<file path="src/rtl/morra_match_sequencer.sv">
// Morra match sequencer: collects one move per player, configures and drives the morra core,
// samples round/match results and keeps saturating score counters. Optional: MORRA_COLLECT_TIMEOUT_EN.
`timescale 1ns/1ps
module morra_match_sequencer #(
  parameter int unsigned CNT_W       = 5,
  parameter int unsigned RES_LAT     = 1,
  parameter int unsigned TIMEOUT_CYC = 255
) (
  input  logic             clk,
  input  logic             rst_n,
  input  logic             START,
  input  logic [3:0]       CFG_MAX,
  input  logic [1:0]       P1_MOVE,
  input  logic             P1_VALID,
  output logic             P1_READY,
  input  logic [1:0]       P2_MOVE,
  input  logic             P2_VALID,
  output logic             P2_READY,
  output logic [1:0]       CORE_PRIMO,
  output logic [1:0]       CORE_SECONDO,
  output logic             CORE_INIZIA,
  input  logic [1:0]       CORE_MANCHE,
  input  logic [1:0]       CORE_PARTITA,
  output logic [CNT_W-1:0] ROUNDS,
  output logic [CNT_W-1:0] INVALIDS,
  output logic [CNT_W-1:0] WINS_P1,
  output logic [CNT_W-1:0] WINS_P2,
  output logic [1:0]       RESULT,
  output logic             BUSY,
  output logic             DONE
);

  if (CNT_W < 1 || RES_LAT < 1 || RES_LAT > 7 || TIMEOUT_CYC < 1) begin : g_param_check
    $error("morra_match_sequencer: illegal parameter value");
  end

  localparam logic [2:0] ResLat = 3'(RES_LAT);

  typedef enum logic [2:0] {StIdle, StCfg, StCollect, StIssue, StWait, StFin} state_e;

  state_e           state_q;
  logic             p1_held_q, p2_held_q;
  logic [1:0]       p1_move_q, p2_move_q;
  logic [2:0]       lat_q;
  logic [1:0]       primo_q, secondo_q;
  logic             inizia_q, done_q;
  logic [1:0]       result_q;
  logic [CNT_W-1:0] rounds_q, invalids_q, wins1_q, wins2_q;

  logic       collect;
  logic       p1_rdy, p2_rdy, p1_take, p2_take, p1_have, p2_have;
  logic [1:0] p1_next_move, p2_next_move;

  function automatic logic [CNT_W-1:0] sat_inc(input logic [CNT_W-1:0] v);
    return (&v) ? v : v + CNT_W'(1);
  endfunction

  always_comb begin
    collect      = (state_q == StCollect);
    p1_rdy       = collect & ~p1_held_q;
    p2_rdy       = collect & ~p2_held_q;
    p1_take      = P1_VALID & p1_rdy;
    p2_take      = P2_VALID & p2_rdy;
    p1_have      = p1_held_q | p1_take;
    p2_have      = p2_held_q | p2_take;
    p1_next_move = p1_held_q ? p1_move_q : P1_MOVE;
    p2_next_move = p2_held_q ? p2_move_q : P2_MOVE;
  end

`ifdef MORRA_COLLECT_TIMEOUT_EN
  localparam int unsigned TmoW = $clog2(TIMEOUT_CYC + 1);
  logic [TmoW-1:0] tmo_q;
  logic            tmo_hit;
  // Any capture on the expiry edge wins; the check repeats each cycle until resolved.
  assign tmo_hit = collect & ~p1_take & ~p2_take & (tmo_q >= TmoW'(TIMEOUT_CYC - 1));
`endif

  always_ff @(posedge clk) begin
    if (!rst_n) begin
      state_q    <= StIdle;
      p1_held_q  <= 1'b0;
      p2_held_q  <= 1'b0;
      p1_move_q  <= 2'b00;
      p2_move_q  <= 2'b00;
      lat_q      <= 3'd0;
      primo_q    <= 2'b00;
      secondo_q  <= 2'b00;
      inizia_q   <= 1'b0;
      done_q     <= 1'b0;
      result_q   <= 2'b00;
      rounds_q   <= '0;
      invalids_q <= '0;
      wins1_q    <= '0;
      wins2_q    <= '0;
`ifdef MORRA_COLLECT_TIMEOUT_EN
      tmo_q      <= '0;
`endif
    end else begin
      done_q <= 1'b0;
      case (state_q)
        StIdle: begin
          if (START) begin
            state_q    <= StCfg;
            inizia_q   <= 1'b1;
            primo_q    <= CFG_MAX[3:2];
            secondo_q  <= CFG_MAX[1:0];
            result_q   <= 2'b00;
            rounds_q   <= '0;
            invalids_q <= '0;
            wins1_q    <= '0;
            wins2_q    <= '0;
          end
        end
        StCfg: begin
          state_q   <= StCollect;
          inizia_q  <= 1'b0;
          primo_q   <= 2'b00;
          secondo_q <= 2'b00;
          p1_held_q <= 1'b0;
          p2_held_q <= 1'b0;
`ifdef MORRA_COLLECT_TIMEOUT_EN
          tmo_q     <= '0;
`endif
        end
        StCollect: begin
          if (p1_take) begin
            p1_held_q <= 1'b1;
            p1_move_q <= P1_MOVE;
          end
          if (p2_take) begin
            p2_held_q <= 1'b1;
            p2_move_q <= P2_MOVE;
          end
          if (p1_have && p2_have) begin
            state_q   <= StIssue;
            primo_q   <= p1_next_move;
            secondo_q <= p2_next_move;
            lat_q     <= 3'd1;
          end
`ifdef MORRA_COLLECT_TIMEOUT_EN
          else if (tmo_hit) begin
            // Sole held player wins by forfeit; nobody held gives 11.
            state_q  <= StFin;
            done_q   <= 1'b1;
            result_q <= {p2_held_q | ~p1_held_q, p1_held_q | ~p2_held_q};
          end
          if (!(&tmo_q)) begin
            tmo_q <= tmo_q + TmoW'(1);
          end
`endif
        end
        StIssue, StWait: begin
          if (lat_q == ResLat) begin
            p1_held_q <= 1'b0;
            p2_held_q <= 1'b0;
            case (CORE_MANCHE)
              2'b00: invalids_q <= sat_inc(invalids_q);
              2'b01: begin
                rounds_q <= sat_inc(rounds_q);
                wins1_q  <= sat_inc(wins1_q);
              end
              2'b10: begin
                rounds_q <= sat_inc(rounds_q);
                wins2_q  <= sat_inc(wins2_q);
              end
              default: rounds_q <= sat_inc(rounds_q);
            endcase
            if (CORE_PARTITA != 2'b00) begin
              state_q  <= StFin;
              done_q   <= 1'b1;
              result_q <= CORE_PARTITA;
            end else begin
              state_q   <= StCollect;
              primo_q   <= 2'b00;
              secondo_q <= 2'b00;
`ifdef MORRA_COLLECT_TIMEOUT_EN
              tmo_q     <= '0;
`endif
            end
          end else begin
            lat_q   <= lat_q + 3'd1;
            state_q <= StWait;
          end
        end
        StFin: begin
          state_q   <= StIdle;
          primo_q   <= 2'b00;
          secondo_q <= 2'b00;
        end
        default: state_q <= StIdle;
      endcase
    end
  end

  assign P1_READY     = p1_rdy;
  assign P2_READY     = p2_rdy;
  assign CORE_PRIMO   = primo_q;
  assign CORE_SECONDO = secondo_q;
  assign CORE_INIZIA  = inizia_q;
  assign ROUNDS       = rounds_q;
  assign INVALIDS     = invalids_q;
  assign WINS_P1      = wins1_q;
  assign WINS_P2      = wins2_q;
  assign RESULT       = result_q;
  assign BUSY         = (state_q != StIdle);
  assign DONE         = done_q;

endmodule

</file>
<file path="config.mk">
export PLATFORM = sky130hd
export DESIGN_NAME = morra_match_sequencer
export DESIGN_NICKNAME = d
export VERILOG_FILES = /design/src/rtl/morra_match_sequencer.sv
export SDC_FILE = /design/constraint.sdc
export NUM_CORES = 1
export LEC_CHECK = 0
export CORE_ASPECT_RATIO = 0.6
export CORE_UTILIZATION = 42
export CTS_BUF_LIST = sky130_fd_sc_hd__clkbuf_8
export CTS_CLUSTER_DIAMETER = 60
export DETAILED_ROUTE_END_ITERATION = 6
export PLACE_DENSITY_LB_ADDON = 0.05
export SLEW_MARGIN = 20
export SYNTH_ARGS = -nofsm -noshare
export SYNTH_HDL_FRONTEND = slang
export SYNTH_SLANG_ARGS = --single-unit
</file>
<file path="constraint.sdc">
create_clock -name clk -period 2.3 [get_ports clk]
set_clock_uncertainty 0.1 [all_clocks]
set_input_delay 0.46 -clock clk [delete_from_list [all_inputs] [get_ports clk]]
set_output_delay 0.46 -clock clk [all_outputs]
set_load 0.01 [all_outputs]
</file>
# [Word-level counts from Yosys, hierarchy flattened]
# Cells that the tools add are included.
[op_classes] n_eq_ne=24 div=0 n_shift=0 reduce_logical=30 addsub=5 n_mul=0 bitwise_logic=8 order_cmp=0 muxes=47
[ops] op="$mux W5" count=13
[ops] op="$reduce_and A5 Y1" count=9
[ops] op="$pmux W5 S2" count=4
[ops] op="$mux W2" count=11
[ops] op="$add A5 B1 Y5 const B" count=4
[ops] op="$ne A2 B2 Y1 const B" count=10
[ops] op="$mux W3" count=6
[ops] op="$pmux W2 S4" count=2
[ops] op="$ne A2 B1 Y1 const B" count=6
[ops] op="$pmux W3 S4" count=1
[ops] op="$reduce_and A3 Y1" count=4
[ops] op="$reduce_and A2 Y1" count=4
[ops] op="$reduce_bool A2 Y1" count=4
[ops] op="$eq A3 B1 Y1 const B" count=2
[ops] op="$eq A3 B2 Y1 const B" count=2
[ops] op="$eq A3 B3 Y1 const B" count=2
[ops] op="$pmux W1 S3" count=2
[ops] op="$pmux W3 S2" count=1
[ops] op="$reduce_bool A3 Y1" count=2
[ops] op="$mux W1" count=5
[ops] op="$and A1 B1 Y1" count=4
[ops] op="$pmux W2 S2" count=1
[ops] op="$reduce_and A4 Y1" count=1
[ops] op="$reduce_bool A4 Y1" count=1
[ops] op="10 further kinds" count=13
[totals] n_memories=0 mem_bits_ro=0 output_inout_bits=31 ram_bits=0 latch_bits=0 regBits=40 inputBits=17

# [Depth between registers and ports, before layout]
[logic_depth] ltp_word=7 depth_mapped=8

# [Worst setup path before layout]
# Ideal clock, no wire load.
[synth_timing] path_kind="register -> register" startpoint="reg invalids_q[0], in the netlist INVALIDS[0]" endpoint="reg invalids_q[1], in the netlist INVALIDS[1]" t_required_ps=2072 n_path_buf=0 arrival_ps=1873 synth_period_minus_slack_ps=2100 slack_ps=200 stages_incl_launch_ff=9 cell_sequence="dfxtp_1 -> ha_1 -> and3_1 -> ha_1 -> or3_1 -> a21oi_1 -> o21a_1 -> mux2i_1 -> nor2_1"
[synth_between] elab_chain_len=5
[synth_rtl] item="start: declaration" line="48" rtl="logic [CNT_W-1:0] rounds_q, invalids_q, wins1_q, wins2_q;"
[synth_rtl] item="start signal: assignment" line="157" rtl="2'b00: invalids_q <= sat_inc(invalids_q);"
[synth_rtl] item="$add A5 B1 Y5" line="55" rtl="return (&v) ? v : v + CNT_W'(1);"
[synth_rtl] item="$mux W5" line="55"
[synth_rtl] item="$mux W5" line="156" rtl="case (CORE_MANCHE)"
[synth_rtl] item="$mux W5" line="153" rtl="if (lat_q == ResLat) begin"
[synth_rtl] item="$pmux W5 S2" line="100" rtl="case (state_q)"
# Parallel ways exist; a longest one is shown, timed or not. The select of a mux whose other input is x is not followed.
# A chain may end at the register's enable or synchronous reset.

# [Worst setup path in the final report]
[layout_timing] startpoint="reg state_q[0]" endpoint="out P2_READY"
[layout_between] elab_chain_len=2
[layout_rtl] item="start: declaration" line="41" rtl="state_e state_q;"
[layout_rtl] item="start signal: assignment" line="80" rtl="state_q <= StIdle;"
[layout_rtl] item="start signal: assignment" line="103" rtl="state_q <= StCfg;"
[layout_rtl] item="start signal: assignment" line="115" rtl="state_q <= StCollect;"
[layout_rtl] item="$eq A3 B2 Y1" line="59" rtl="collect = (state_q == StCollect);"
[layout_rtl] item="$and A1 B1 Y1" line="61" rtl="p2_rdy = collect & ~p2_held_q;"
[layout_rtl] item="end: declaration" line="18" rtl="output logic P2_READY,"
# No other way between the ends.

==> metrics.md <==
| Metric | Value |
|---|---|
| CTS max path bufs | `2` |
| CP Launch Type | `flop` |
| Clock sink count | `40` |
| Post-synth cell types | `48` |
| Die area | `0.00533 mm^2` |
| Synth async-reset ratio | `0` |
| CP Class | `reg2out` |
| Site Rows | `19` |
| Hold_sp | `CORE_PRIMO[0]` |
| Pin count of the biggest net entering global routing | `21` |
| Overall Power | `2.08 mW` |
| Pwr Density | `736 mW/mm^2` |
| Final setup viols | `0` |
| Unrepaired setup endpoints after global routing | `no` |
| # diodes | `0` |
| Setup WS post-layout | `0.127 ns` |
| Layout cells sized above 1 | `0.117` |
| Die Y | `56.9 um` |
| Run status | `finished clean` |
| Fin cells | `361` |
| Hold WC Path Type | `reg2reg` |
| CP arrival | `1.61 ns` |
| Clk Tree Root Cell | `clkbuf_8` |
| Die Wd | `93.6 um` |
| R2r startpoint | `INVALIDS[0]` |
| Final Util | `0.599` |
| Number of global-route vias before repair | `1694` |
| Synthesis-to-layout area growth | `33.5%` |
| Final hold slack | `0.377 ns` |
| Setup bufs post-CTS | `0` |
| Antenna Nets Post-Route | `0` |
| Total grt overflow | `0` |
| Most common cell after layout, fill and taps aside | `clkdlybuf4s50_1` |
| Post-DR vias/cell | `5.18` |
| Most frequent cells in the layout | `clkdlybuf4s50_1, dfxtp_1, nor2_1` |
| CP startpoint | `state_q[0]` |
| Synth Area per Inst | `8.76 um^2` |
| Minimum clock period | `2.17 ns` |
| Cell Chain, Critical Path | `nor2_2 > nand2_2 > nor2_1 > clkdlybuf4s50_1` |
| Max frequency | `460 MHz` |
| # resized after CTS | `2` |
| Register area | `805 um^2` |
| DRC Markers | `0` |
| DP HPWL | `3800 um` |
| DRT Pass-1 Iters | `4` |
| Core Box Area | `0.00471 mm^2` |
| Flops & latches, synth | `40` |
| Crit path max fanout | `9` |
| # hold bufs at CTS | `0` |
| Leakage power | `1.06 nW` |
| First-pass GRT wire length | `8380 um` |
| Initial antenna violation count | `0` |
| First DRT Iteration DRCs | `106` |
| Slew Limit Fails | `0` |
| CTS clk-pin slew, worst paths | `0.08 ns` |
| Primary FF master, synth | `dfxtp_1` |
| Master of the slowest instance on the critical path | `clkdlybuf4s50_1` |
| CTS buffer count | `5` |
| CP delay by family, top | `buffers and inverters` |
| IO Port Bufs | `47` |
| Post-synth EDFFs | `0` |
| Final Hold Vio Count | `0` |
| Worst skew pair latency | `0.29 ns` |
| Post-synthesis net count | `268` |
| Sequential area share after synthesis | `0.379` |
| Slowest stage delay, CP | `0.54 ns` |
| Gr usage total | `0.205` |
| Synth Cell Area | `0.00211 mm^2` |
| Synth warn | `0` |
| Worst Tran Pin Value | `0.508 ns` |
| Wire per inst | `14.0 um` |
| Crit path buf inv count | `1` |
| H-tree Lvls | `2` |
| Post-synthesis cell count | `241` |
| Final WL | `5060 um` |
| Period utilisation layout | `0.945` |
| Layout Nets | `324` |
| Placer congestion estimate | `0.903` |
| Setup slack after placement | `-0.0112 ns` |
| Critical path data required time | `1.74 ns` |
| Ports | `48` |
| CTS tree | `built` |
| Maxcap violations | `0` |
| Number of fill cells | `419` |
| Multi-input logic area | `0.00124 mm^2` |
| Worst rel slew slack | `0.660` |
| Vias | `1871` |
| Max VDD drop | `0.362 mV` |
| Worst setup EP type | `output port` |
| Initial Utilization | `0.449` |
| DP Cell Count | `353` |
## cell usage after synthesis, types with 6 or more instances
cell / n / area, um^2
dfxtp_1: 40 / 801
inv_1: 6 / 22.5
ha_1: 10 / 125
nand3_1: 11 / 55.1
nor2_1: 27 / 101
nand2_1: 18 / 67.6
o21ai_0: 14 / 70.1
and3_1: 7 / 43.8
xnor2_1: 6 / 52.6
mux2i_1: 11 / 110
clkbuf_1: 6 / 22.5
a21oi_1: 10 / 50.1
## stage by stage
stage	cell area, um^2	setup TNS (ns)
after floorplan	2110	0
after global placement	2700	0
after detailed placement	2700	-0.0149
after CTS	2820	0
after global routing	2820	0
final	2820	0
## power by group
part | internal (mW) | switching (mW) | total (mW)
Clock | 0.318 | 0.249 | 0.567
Combinational | 0.332 | 0.345 | 0.677
Sequential | 0.758 | 0.0752 | 0.833
Total | 1.41 | 0.669 | 2.08
## area by class of cell
class,instances,area share
Inverter,7,0.00932
Clock buffer,5,0.0244
Multi-Input combinational cell,184,0.441
Clock inverter,3,0.0138
Sequential cell,40,0.285
Tap cell,63,0.0280
Timing Repair Buffer,59,0.199
## worst register-to-register path: cells and delay by family (launching register included)
family	cells	cell delay, ns
DFF	1	0.35
AOI/OAI and AO/OA	2	0.40
adders and majority gates	2	0.39
muxes	1	0.20
and+or+nand+nor	3	0.63
## layer usage
metal  share of wire  wire (um)  track usage  up-vias
li1                -          -            -      975
met1            0.59       2980        0.330      853
met2            0.35       1760        0.257       38
met3           0.054        271       0.0520        5
met4          0.0079         40       0.0593        0
met5               0          0            0        -
## registers in the layout (all words and copies together), names as in the netlist, 3 cells and up
signal / count
WINS_P2: 5
ROUNDS: 5
WINS_P1: 5
state_q: 3
lat_q: 3
INVALIDS: 5
## kinds of logic (layout without fill, tap and decap cells)
logic type               Yosys count  count (layout)  synth area share
adder cells (fa/ha/maj)           10              10            0.0592
XOR/XNOR                          10              10            0.0415
AND/OR/NAND/NOR                   90              90             0.222
multiplexers                      11              11            0.0521
AO/OA/AOI/OAI                     63              63             0.211
buffers and inverters             17              74            0.0349
flip-flops                        40              40             0.379
## worst paths after layout
check	endpoint	slack [ns]	cells past startpoint
max reg2reg	INVALIDS[1]	0.14	8
min	CORE_PRIMO[0]	0.38	2
max	P2_READY	0.13	4
min reg2reg	CORE_PRIMO[0]	0.38	2
(Power assumes the default switching activity.)
